==> src/rtl/mmio_game_pkg.sv <==
// Shared constants, command field layout and flash FSM state type for the game I/O peripheral.
// No logic: consumed by mmio_game_io and its interface.
package mmio_game_pkg;

  localparam int RAND_ADDR_DEF   = 5;
  localparam int LED_ADDR_DEF    = 6;
  localparam int STATUS_ADDR_DEF = 7;

  localparam int ON_BIT   = 0;
  localparam int CH_LSB   = 1;
  localparam int CH_MSB   = 4;
  localparam int TICK_LSB = 16;
  localparam int TICK_MSB = 31;

  localparam int ST_BUSY_BIT = 8;
  localparam int ST_OVF_BIT  = 9;

  typedef enum logic [1:0] {IDLE, ON, GAP} flash_state_t;

  // Maximal-length Fibonacci tap masks (bit n-1 set for tap n); widths outside the table fall back to 16.
  function automatic logic [31:0] lfsr_taps(input int w);
    case (w)
      3:       return 32'h0000_0006;
      4:       return 32'h0000_000C;
      5:       return 32'h0000_0014;
      6:       return 32'h0000_0030;
      7:       return 32'h0000_0060;
      8:       return 32'h0000_00B8;
      24:      return 32'h00E1_0000;
      32:      return 32'h8020_0003;
      default: return 32'h0000_D008;
    endcase
  endfunction

endpackage

==> src/rtl/mmio_game_if.sv <==
// Processor data-port / data-RAM bus seen by the game I/O peripheral.
// Pure wiring: master is the processor side, slave is the peripheral.
interface mmio_game_if #(
  parameter int ADDR_W = 12,
  parameter int DATA_W = 32
);
  logic              wren;
  logic [ADDR_W-1:0] address_dmem;
  logic [DATA_W-1:0] data;
  logic [DATA_W-1:0] ram_q;
  logic [DATA_W-1:0] q_dmem;

  modport master (output wren, output address_dmem, output data, output ram_q, input q_dmem);
  modport slave  (input wren, input address_dmem, input data, input ram_q, output q_dmem);
endinterface

==> src/rtl/mmio_game_io_cmd_fifo.sv <==
// Synchronous FIFO with first-word fall-through head, flush beats push/pop.
// Latency 1 edge push-to-visible; push when full is refused unless popping in the same cycle.
module cmd_fifo #(
  parameter int DEPTH = 4,
  parameter int WIDTH = 20
) (
  input  logic             clk,
  input  logic             rst,
  input  logic             push,
  input  logic             pop,
  input  logic             flush,
  input  logic [WIDTH-1:0] din,
  output logic [WIDTH-1:0] dout,
  output logic             full,
  output logic             empty
);
  localparam int AW = $clog2(DEPTH);

  logic [WIDTH-1:0] mem [DEPTH];
  logic [AW-1:0]    wr_ptr, rd_ptr;
  logic [AW:0]      cnt;
  logic             wr_en, rd_en;

  assign full  = (cnt == (AW+1)'(DEPTH));
  assign empty = (cnt == '0);
  assign dout  = mem[rd_ptr];
  assign rd_en = pop & ~empty & ~flush;
  assign wr_en = push & (~full | rd_en) & ~flush;

  always_ff @(posedge clk or posedge rst) begin
    if (rst) begin
      wr_ptr <= '0;
      rd_ptr <= '0;
      cnt    <= '0;
    end else if (flush) begin
      wr_ptr <= '0;
      rd_ptr <= '0;
      cnt    <= '0;
    end else begin
      if (wr_en) wr_ptr <= wr_ptr + AW'(1);
      if (rd_en) rd_ptr <= rd_ptr + AW'(1);
      cnt <= cnt + (AW+1)'(wr_en) - (AW+1)'(rd_en);
    end
  end

  always_ff @(posedge clk) begin
    if (wr_en) mem[wr_ptr] <= din;
  end
endmodule

==> src/rtl/mmio_game_io.sv <==
// Game I/O peripheral: LFSR/status read mux over RAM, queued LED flash player with timed on/gap phases.
// Reads are combinational; a queued flash lights one edge after its push, a full queue drops and flags overflow.
module mmio_game_io
  import mmio_game_pkg::*;
#(
  parameter int          ADDR_W      = 12,
  parameter int          DATA_W      = 32,
  parameter int          NUM_LEDS    = 4,
  parameter int          LFSR_W      = 16,
  parameter logic [31:0] LFSR_SEED   = 32'hACE1,
  parameter int          RAND_ADDR   = RAND_ADDR_DEF,
  parameter int          LED_ADDR    = LED_ADDR_DEF,
  parameter int          STATUS_ADDR = STATUS_ADDR_DEF,
  parameter int          FIFO_DEPTH  = 4,
  parameter int          TICK_CYCLES = 25_000_000,
  parameter int          DEF_TICKS   = 8,
  parameter int          GAP_TICKS   = 4
) (
  input  logic                clock,
  input  logic                reset,
  mmio_game_if.slave          bus,
  output logic [NUM_LEDS-1:0] led,
  output logic                busy
);
  localparam int          CH_W  = CH_MSB - CH_LSB + 1;
  localparam int          TK_W  = TICK_MSB - TICK_LSB + 1;
  localparam int          ENT_W = CH_W + TK_W;
  localparam int          CYC_W = (TICK_CYCLES > 1) ? $clog2(TICK_CYCLES) : 1;
  localparam logic [31:0] TAPS  = lfsr_taps(LFSR_W);

  logic [LFSR_W-1:0] lfsr;
  logic              ovf;
  flash_state_t      state;
  logic [CYC_W-1:0]  cyc;
  logic [TK_W-1:0]   tick, tgt, last;
  logic [CH_W-1:0]   cmd_ch, head_ch;
  logic [TK_W-1:0]   cmd_ticks, head_ticks;
  logic              hit_led, hit_status, hit_rand, cmd_wr, abort, cmd_req, push, pop;
  logic              fifo_full, fifo_empty;
  logic [DATA_W-1:0] rd_dat, status;
  logic              unused_data;

  assign hit_led    = (bus.address_dmem == ADDR_W'(LED_ADDR));
  assign hit_status = (bus.address_dmem == ADDR_W'(STATUS_ADDR));
  assign hit_rand   = (bus.address_dmem == ADDR_W'(RAND_ADDR));
  assign cmd_ch     = bus.data[CH_MSB:CH_LSB];
  assign cmd_ticks  = bus.data[TICK_MSB:TICK_LSB];
  assign cmd_wr     = bus.wren & hit_led;
  assign abort      = cmd_wr & ~bus.data[ON_BIT];
  assign cmd_req    = cmd_wr & bus.data[ON_BIT] & ({1'b0, cmd_ch} < (CH_W+1)'(NUM_LEDS));
  assign pop        = (state == IDLE) & ~fifo_empty & ~abort;
  assign push       = cmd_req & (~fifo_full | pop);
  assign busy       = (state != IDLE) | ~fifo_empty;
  assign unused_data = ^bus.data[TICK_LSB-1:CH_MSB+1];

  always_ff @(posedge clock or posedge reset) begin
    if (reset) lfsr <= LFSR_SEED[LFSR_W-1:0];
    else       lfsr <= {lfsr[LFSR_W-2:0], ^(lfsr & TAPS[LFSR_W-1:0])};
  end

  // A dropped command in the same cycle as a clear keeps the flag set.
  always_ff @(posedge clock or posedge reset) begin
    if (reset)                              ovf <= 1'b0;
    else if (cmd_req & fifo_full & ~pop)    ovf <= 1'b1;
    else if (bus.wren & hit_status)         ovf <= 1'b0;
  end

  cmd_fifo #(.DEPTH(FIFO_DEPTH), .WIDTH(ENT_W)) u_fifo (
    .clk   (clock),
    .rst   (reset),
    .push  (push),
    .pop   (pop),
    .flush (abort),
    .din   ({cmd_ch, cmd_ticks}),
    .dout  ({head_ch, head_ticks}),
    .full  (fifo_full),
    .empty (fifo_empty)
  );

  assign last = (state == ON) ? tgt - TK_W'(1) : TK_W'(GAP_TICKS - 1);

  always_ff @(posedge clock or posedge reset) begin
    if (reset) begin
      state <= IDLE;
      led   <= '0;
      cyc   <= '0;
      tick  <= '0;
      tgt   <= '0;
    end else if (abort) begin
      state <= IDLE;
      led   <= '0;
      cyc   <= '0;
      tick  <= '0;
      tgt   <= '0;
    end else begin
      case (state)
        IDLE: if (!fifo_empty) begin
          led   <= NUM_LEDS'(1) << head_ch;
          tgt   <= (head_ticks == '0) ? TK_W'(DEF_TICKS) : head_ticks;
          cyc   <= '0;
          tick  <= '0;
          state <= ON;
        end
        ON, GAP: begin
          if (cyc == CYC_W'(TICK_CYCLES - 1)) begin
            cyc <= '0;
            if (tick == last) begin
              tick <= '0;
              if (state == ON) begin
                led   <= '0;
                state <= GAP;
              end else begin
                state <= IDLE;
              end
            end else begin
              tick <= tick + TK_W'(1);
            end
          end else begin
            cyc <= cyc + CYC_W'(1);
          end
        end
        default: state <= IDLE;
      endcase
    end
  end

  always_comb begin
    status                = '0;
    status[NUM_LEDS-1:0]  = led;
    status[ST_BUSY_BIT]   = busy;
    status[ST_OVF_BIT]    = ovf;
    rd_dat                = bus.ram_q;
    if (hit_rand)        rd_dat = DATA_W'(lfsr);
    else if (hit_status) rd_dat = status;
  end

  assign bus.q_dmem = rd_dat;
endmodule

==> src/flat_wrapper.sv <==
// flat-port wrapper written by rule: the top's interface ports become plain ports
module mmio_game_io_flat import mmio_game_pkg::*;
#(
  parameter int          ADDR_W      = 12,
  parameter int          DATA_W      = 32,
  parameter int          NUM_LEDS    = 4,
  parameter int          LFSR_W      = 16,
  parameter logic [31:0] LFSR_SEED   = 32'hACE1,
  parameter int          RAND_ADDR   = RAND_ADDR_DEF,
  parameter int          LED_ADDR    = LED_ADDR_DEF,
  parameter int          STATUS_ADDR = STATUS_ADDR_DEF,
  parameter int          FIFO_DEPTH  = 4,
  parameter int          TICK_CYCLES = 25_000_000,
  parameter int          DEF_TICKS   = 8,
  parameter int          GAP_TICKS   = 4
)
  (clock, reset, led, busy, bus_wren, bus_address_dmem, bus_data, bus_ram_q, bus_q_dmem);
  mmio_game_if #(.ADDR_W(ADDR_W), .DATA_W(DATA_W)) bus_i ();
  input  logic clock;
  input  logic reset;
  output logic [NUM_LEDS-1:0] led;
  output logic busy;
  input wire logic [$bits(bus_i.wren)-1:0] bus_wren;
  input wire logic [$bits(bus_i.address_dmem)-1:0] bus_address_dmem;
  input wire logic [$bits(bus_i.data)-1:0] bus_data;
  input wire logic [$bits(bus_i.ram_q)-1:0] bus_ram_q;
  output wire logic [$bits(bus_i.q_dmem)-1:0] bus_q_dmem;
  assign bus_i.wren = bus_wren;
  assign bus_i.address_dmem = bus_address_dmem;
  assign bus_i.data = bus_data;
  assign bus_i.ram_q = bus_ram_q;
  assign bus_q_dmem = bus_i.q_dmem;
  mmio_game_io #(.ADDR_W(ADDR_W), .DATA_W(DATA_W), .NUM_LEDS(NUM_LEDS), .LFSR_W(LFSR_W), .LFSR_SEED(LFSR_SEED), .RAND_ADDR(RAND_ADDR), .LED_ADDR(LED_ADDR), .STATUS_ADDR(STATUS_ADDR), .FIFO_DEPTH(FIFO_DEPTH), .TICK_CYCLES(TICK_CYCLES), .DEF_TICKS(DEF_TICKS), .GAP_TICKS(GAP_TICKS)) u_core (.clock(clock), .reset(reset), .bus(bus_i), .led(led), .busy(busy));
endmodule
==> config.mk <==
export PLATFORM = sky130hd
export DESIGN_NAME = mmio_game_io_flat
export DESIGN_NICKNAME = d
export VERILOG_FILES = /design/src/rtl/mmio_game_pkg.sv /design/src/rtl/mmio_game_if.sv /design/src/rtl/mmio_game_io_cmd_fifo.sv /design/src/rtl/mmio_game_io.sv /design/src/flat_wrapper.sv
export SDC_FILE = /design/constraint.sdc
export NUM_CORES = 1
export LEC_CHECK = 0
export CAP_MARGIN = 20
export CORE_AREA = 2 2 139 141
export CTS_BUF_LIST = sky130_fd_sc_hd__clkbuf_4 sky130_fd_sc_hd__clkbuf_8
export DETAILED_ROUTE_END_ITERATION = 16
export DIE_AREA = 0 0 141 143
export PLACE_DENSITY = 0.73
export SLEW_MARGIN = 20
export SYNTH_ARGS = -nofsm -noshare
export SYNTH_HDL_FRONTEND = slang
export SYNTH_SLANG_ARGS = --single-unit
==> constraint.sdc <==
create_clock -name clock -period 2.96 [get_ports clock]
set_clock_uncertainty 0.1 [all_clocks]
set_input_delay 0.592 -clock clock [delete_from_list [all_inputs] [get_ports clock]]
set_output_delay 0.592 -clock clock [all_outputs]
set_load 0.02 [all_outputs]
After elaboration in Yosys (flattened, before gate mapping)
Memories as Yosys holds them, arrays and structs flattened.
Index checks and enable logic that the tools add are counted.
- shifts and indexed selects: 1
- multiplexer cells: 37
- bitwise gates (word level): 22
- eq/ne operators: 13
- add/subtract/negate cells: 7
- $lt $le $gt $ge: 1
- reduce and logical (&&, ||, !) cells: 16
- operators by type and width (cell ; count):
    two-way mux 16 bit ; 9
    two-way mux 25 bit ; 3
    two-way mux 32 bit ; 2
    case mux 25 bit (2 select lines) ; 1
    == test 12 x 3 -> 1 bit, second input constant ; 3
    case mux 16 bit (2 select lines) ; 1
    adder 25 x 1 -> 25 bit, second input constant ; 1
    == test 25 bit, second input constant ; 1
    two-way mux 4 bit ; 5
    two-way mux 2 bit ; 9
    adder 16 x 1 -> 16 bit, second input constant ; 1
    == test 16 bit ; 1
    logical NOT 16 bit ; 1
    parity 16 bit ; 1
    subtractor 16 x 1 -> 16 bit, second input constant ; 1
    bitwise AND 1 bit ; 14
    nonzero test 2 bit ; 5
    inequality test 3 x 1 -> 1 bit, second input constant ; 3
    case mux 4 bit (2 select lines) ; 1
    AND reduction 3 bit ; 2
    inverter 1 bit ; 5
    AND reduction 5 bit ; 1
    adder 2 x 1 -> 2 bit, second input constant ; 2
    less-than comparator 4 x 3 -> 1 bit, second input constant ; 1
    other kinds (17) ; 23
- memories: 1
- bits in registers: 87
- memory bits (writable): 80
- output and inout bits: 37
- memories (memory ; depth ; width ; rd ports ; clocked after memory_dff ; wr ports ; line ; RTL):
    u_core.u_fifo.mem ; 4 ; 20 ; 1 ; 0 ; 1 ; mmio_game_io_cmd_fifo.sv:19 ; logic [WIDTH-1:0] mem [DEPTH];

Logic depth before layout (Yosys ltp)
- depth after elaboration: 13
- gate-level depth with buffers: 15

Hierarchy
From an unflattened synthesis, not the netlist that was laid out.
- cell total of the unflattened synthesis: 705
- area, all modules: 8150.3 µm²
- modules (own cells, without submodules) (module ; area an instance (µm²) ; cells each ; sequential area each (µm²) ; times used):
    mmio_game_io ; 4782.1 ; 553 ; 2011.9 ; 1
    cmd_fifo ; 3368.2 ; 152 ; 2577.5 ; 1

Worst setup path after synthesis
OpenSTA, ideal clock, no wires.
- path type: input to register
- start point: input port bus_address_dmem[11]
- end point: register u_core.u_fifo.cnt[2]
- arrival time: 3.605 ns
- setup slack: -0.876 ns
- cell stages on the path: 12
- path through: or4_1 > nor4_2 > nor4b_1 > nand2_1 > ha_1 > inv_1 > ha_1 > inv_1 > fa_1 > xor2_1 > xnor2_1 > nor2_1
- word-level cells in the longest chain between the ends: 13
- elaborated cells on any way between the ends: 17
- classes of those cells: add/sub: 2; eq/ne: 1; mux: 1; bitwise: 13
- RTL lines (element ; line ; RTL):
    start, declared ; flat_wrapper.sv:24 ; input wire logic [$bits(bus_i.address_dmem)-1:0] bus_address_dmem;
    == test 12 x 3 -> 1 bit * ; mmio_game_io.sv:43 ; assign hit_led = (bus.address_dmem == ADDR_W'(LED_ADDR));
    bitwise AND 1 bit * ; mmio_game_io.sv:48 ; assign cmd_wr = bus.wren & hit_led;
    bitwise AND 1 bit ; mmio_game_io.sv:49 ; assign abort = cmd_wr & ~bus.data[ON_BIT];
    inverter 1 bit ; mmio_game_io_cmd_fifo.sv:27, mmio_game_io_cmd_fifo.sv:28, mmio_game_io.sv:51 ;
    bitwise AND 1 bit ; mmio_game_io.sv:51 ; assign pop = (state == IDLE) & ~fifo_empty & ~abort;
    bitwise AND 1 bit (2 in a row) ; mmio_game_io_cmd_fifo.sv:27 ; assign rd_en = pop & ~empty & ~flush;
    bitwise OR 1 bit ; mmio_game_io_cmd_fifo.sv:28 ; assign wr_en = push & (~full | rd_en) & ~flush;
    bitwise AND 1 bit (2 in a row) ; mmio_game_io_cmd_fifo.sv:28 ;
    adder 3 x 1 -> 3 bit ; mmio_game_io_cmd_fifo.sv:42 ; cnt <= cnt + (AW+1)'(wr_en) - (AW+1)'(rd_en);
    subtractor 3 x 1 -> 3 bit ; mmio_game_io_cmd_fifo.sv:42 ;
    two-way mux 3 bit * ; mmio_game_io_cmd_fifo.sv:35 ; end else if (flush) begin
    end signal, assigned ; mmio_game_io_cmd_fifo.sv:42 ;
    end, declared ; mmio_game_io_cmd_fifo.sv:21 ; logic [AW:0] cnt;
Every way passes the cells marked *; elsewhere a longest branch is shown, timed or not.
A chain may end at the register's enable or synchronous reset.

Final worst setup path
- start point: input port bus_address_dmem[5]
- end point: output port bus_q_dmem[4]
- word-level cells in the longest chain between the ends: 3
- elaborated cells on any way between the ends: 4
- classes of those cells: eq/ne: 2; mux: 2
- RTL lines (element ; line ; RTL):
    == test 12 x 3 -> 1 bit ; mmio_game_io.sv:44 ; assign hit_status = (bus.address_dmem == ADDR_W'(STATUS_ADDR));
    two-way mux 32 bit ; mmio_game_io.sv:134 ; else if (hit_status) rd_dat = status;
    two-way mux 32 bit * ; mmio_game_io.sv:133 ; if (hit_rand) rd_dat = DATA_W'(lfsr);
    end, declared ; flat_wrapper.sv:27 ; output wire logic [$bits(bus_i.q_dmem)-1:0] bus_q_dmem;
Marks and branches as above.

==> flow_summary.toml <==
[power_and_ir_drop]
swShare = 0.386
leakage_nw = 4.52
power_frac_comb = 0.464
p_total_mw = 8.55
vdd_drop_max_uv = 386
seqPwrFrac = 0.332
clkPwrFrac = 0.204
intPower_mw = 5.25
p_per_area_mw_per_mm2 = 749
switchingPower_mw = 3.30

[drt]
wl_per_cell_um = 17.8
drtAntennaViolNets = 0
viasPerCell = 5.50
num_vias = 6338
finalWirelength_um = 20500
firstDrtPassIters = 5
drt_iter0_markers = 515
drc_errors = 0

[floorplanning]
floorplan.die_area_mm2 = 0.0202
ioPinCount = 116
die_y_um = 143
start_util = 0.444
core.rowCount = 50
core_area_mm2 = 0.0186
die_width_um = 141

[timing]
fmax_mhz = 313
hold_viol = 0
rsz0062_at_grt = "true"
tightestPinTransition_ns = 0.560
period_minus_slack_ns = 3.20
report.final.slew_viol_count = 0
setup_violations = 55
slew-limit-headroom = 0.626
setup_slack_ns = -0.240
timing.final.crit_share = 1.08

[setup_path]
worstPathCellList = "buf_6, or4b_4, or4_4, buf_6, buf_12, buf_12, o21ai_4, buf_6"
critical_path_buf_inv_count = 5
cp_slowest_stage_delay_ns = 0.59
crit_fanout = 8
r2r_setup_slack_ns = -0.14
cpMostUsedCell = "buf_6"
cpLargestDelayFamily = "simple AND/OR/NAND/NOR gates"
path_class = "input port to output port"
worst_setup_path_start_kind = "input port"
cpMaxStageDelayCell = "or4_4"
arrival_ns = 2.51
required_ns = 2.27
cp-end-kind = "output port"

[yosys]
synth_top_area_share = 0.291
synth.net_count = 806
syn_inst = 712
async_flop_share = 0.521
synth_edf_count = 80
synth-seq-cells = 167
yosysSeqAreaShare = 0.556
synth_cell_type_count = 74
synthFlopType = "edfxtp_1"
netlist_area_mm2 = 0.00825
yosys_warnings = 0
syn_area_per_cell_um2 = 11.6
synth_top_cell_by_area = "edfxtp_1"
synth_area_leaders = "edfxtp_1, dfrtp_1, mux4_2, nand2_1, o21ai_0"

[global_route]
grt_pass1_vias = 6363
grt_pass1_wl_um = 32500
grt_max_degree = 39
track_usage = 0.204
overflow = 0
antenna_found_initial = 0

[finish]
fillers = 1392
final_nets = 999
syn_to_final_growth_pct = 38.3
design_area_mm2 = 0.0114
insertedDiodeCount = 0
drive_gt1_frac = 0.334

[placement]
dp_hpwl_um = 13000
place_area_mm2 = 0.0102
pre_cts_slack_ns = -0.819
port_buffers = 104
gp_congestion = 0.837

[cts]
clk_latency_ns = 0.48
cts.path.max_buffers = 2
cts_made_buffers = 17
path_clk_slew_ns = 0.10
cts_num_sinks = 167
cts_max_level = 4
hold_buffers = 0
cts_tree = "yes"
root_buffer = "clkbuf_8"

[run_status]
status = "complete, but fails checks"
violations = "negative setup slack"

[job]
cap_violations = 0

[min_path]
min_path_type = "register to register"
[final timing paths]
| kind | from | to | cells past startpoint |
|---|---|---|---|
| min in group asynchronous | reset | u_core.state[0]$_DFFE_PP0P_ | 2 |
| hold / removal | u_core.lfsr[6]$_DFF_PP1_ | u_core.lfsr[7]$_DFF_PP1_ | 0 |
| hold reg to reg | u_core.lfsr[6]$_DFF_PP1_ | u_core.lfsr[7]$_DFF_PP1_ | 0 |
| max in group asynchronous | reset | u_core.tgt[2]$_DFFE_PP0P_ | 3 |
| setup reg to reg | u_core.tgt[7]$_DFFE_PP0P_ | u_core.tick[9]$_DFFE_PP0P_ | 10 |
| setup / recovery | bus_address_dmem[5] | bus_q_dmem[4] | 8 |
[layer usage]
| layer | GRT usage | share of wire | vias up | wire length [um] |
|---|---|---|---|---|
| met1 | 0.263 | 0.43 | 3137 | 8750 |
| met4 | 0.0647 | 0.020 | 0 | 407 |
| met5 | 0 | 0 | - | 0 |
| met2 | 0.355 | 0.52 | 158 | 10600 |
| li1 | - | - | 3010 | - |
| met3 | 0.0352 | 0.037 | 33 | 759 |
[power groups by stage]
stage                     Clock, mW  Sequential [mW]  Combinational (mW)
final                          1.74             2.84                3.97
after global placement            0             2.86                3.70
after floorplan                   0             2.90                2.32
after detailed placement          0             2.87                3.77
after global routing           1.87             2.86                4.36
after CTS                      1.78             2.83                3.87
[area by class of cell]
type                       count  area, um2  share of cell area
timing repair buffer         210       2170               0.190
clock buffer                  17        234              0.0205
inverter                      22       83.8             0.00735
multi-input combinational    487       3830               0.336
sequential                   167       4590               0.402
tap                          234        293              0.0257
clock inverter                15        206              0.0181
[logic make-up after synthesis]
kind of cell | Yosys count | share of synthesized area
DFF | 167 | 0.556
and+or+nand+nor | 264 | 0.174
xor gates and xnor gates | 38 | 0.0420
buffers and inverters | 58 | 0.0303
AOI/OAI and AO/OA | 143 | 0.113
adders and majority gates | 15 | 0.0237
muxes | 27 | 0.0602
[layout by cell type, fill, tap and decap left out, types with 12 or more instances in the layout]
cell	synthesis	final
dfrtp_1	79	79
and2_4	0	16
inv_1	22	18
o21ai_0	46	38
buf_4	0	74
xnor2_1	16	16
o31ai_1	14	14
nand3_1	22	21
and3_1	17	13
buf_12	0	14
clkdlybuf4s50_1	0	61
a21oi_1	26	25
xor2_1	21	20
clkbuf_8	0	17
nand2_1	86	69
nand2b_1	14	14
buf_6	2	47
nor2_1	23	23
edfxtp_1	80	80
nand4_1	12	12
mux4_2	18	18
[what timing repair did]
| item | in CTS | in global routing |
|---|---|---|
| buffers inserted | 14 | 6 |
| pin swaps | 23 | 30 |
| gates resized for setup | 255 | 73 |
| endpoints found under the setup margin | 57 | 57 |
| cloned | 5 | 1 |
[synthesized netlist by cell type, drive strengths merged, types with 2 or more instances]
cell type	instances
a211oi	2
a21boi	4
a21oi	35
a22o	8
a32o	2
and2	20
and3	17
and4	6
buf	10
clkbuf	26
dfrtp	79
dfstp	8
edfxtp	80
ha	14
inv	22
mux2i	8
mux4	18
nand2	88
nand2b	15
nand3	22
nand4	12
nor2	23
nor2b	6
nor3	12
nor4	13
nor4b	3
o21ai	59
o311ai	2
o31a	2
o31ai	14
o32a	2
or2	2
or3	8
or4	10
xnor2	16
xor2	21
[metrics by stage]
step           hold slack (ns)  cells  utilization  TNS (ns)
3_5_place_dp             0.256   1096        0.551    -68.12
2_1_floorplan            0.249    712            -     -1.00
3_3_place_gp             0.255   1096        0.551    -67.41
5_1_grt                  0.276   1152        0.614    -10.32
4_1_cts                  0.272   1147        0.598     -6.08
6_report                 0.271   1152        0.614     -7.15
[flip-flops by register name (all words and copies together) (netlist names)]
signal	cells
u_core.ovf	1
u_core.cyc	25
u_core.tgt	16
u_core.tick	16
u_core.u_fifo.mem	80
u_core.state	2
u_core.u_fifo.rd_ptr	2
u_core.led	4
u_core.u_fifo.cnt	3
u_core.lfsr	16
u_core.u_fifo.wr_ptr	2
(Power assumes the default switching activity.)
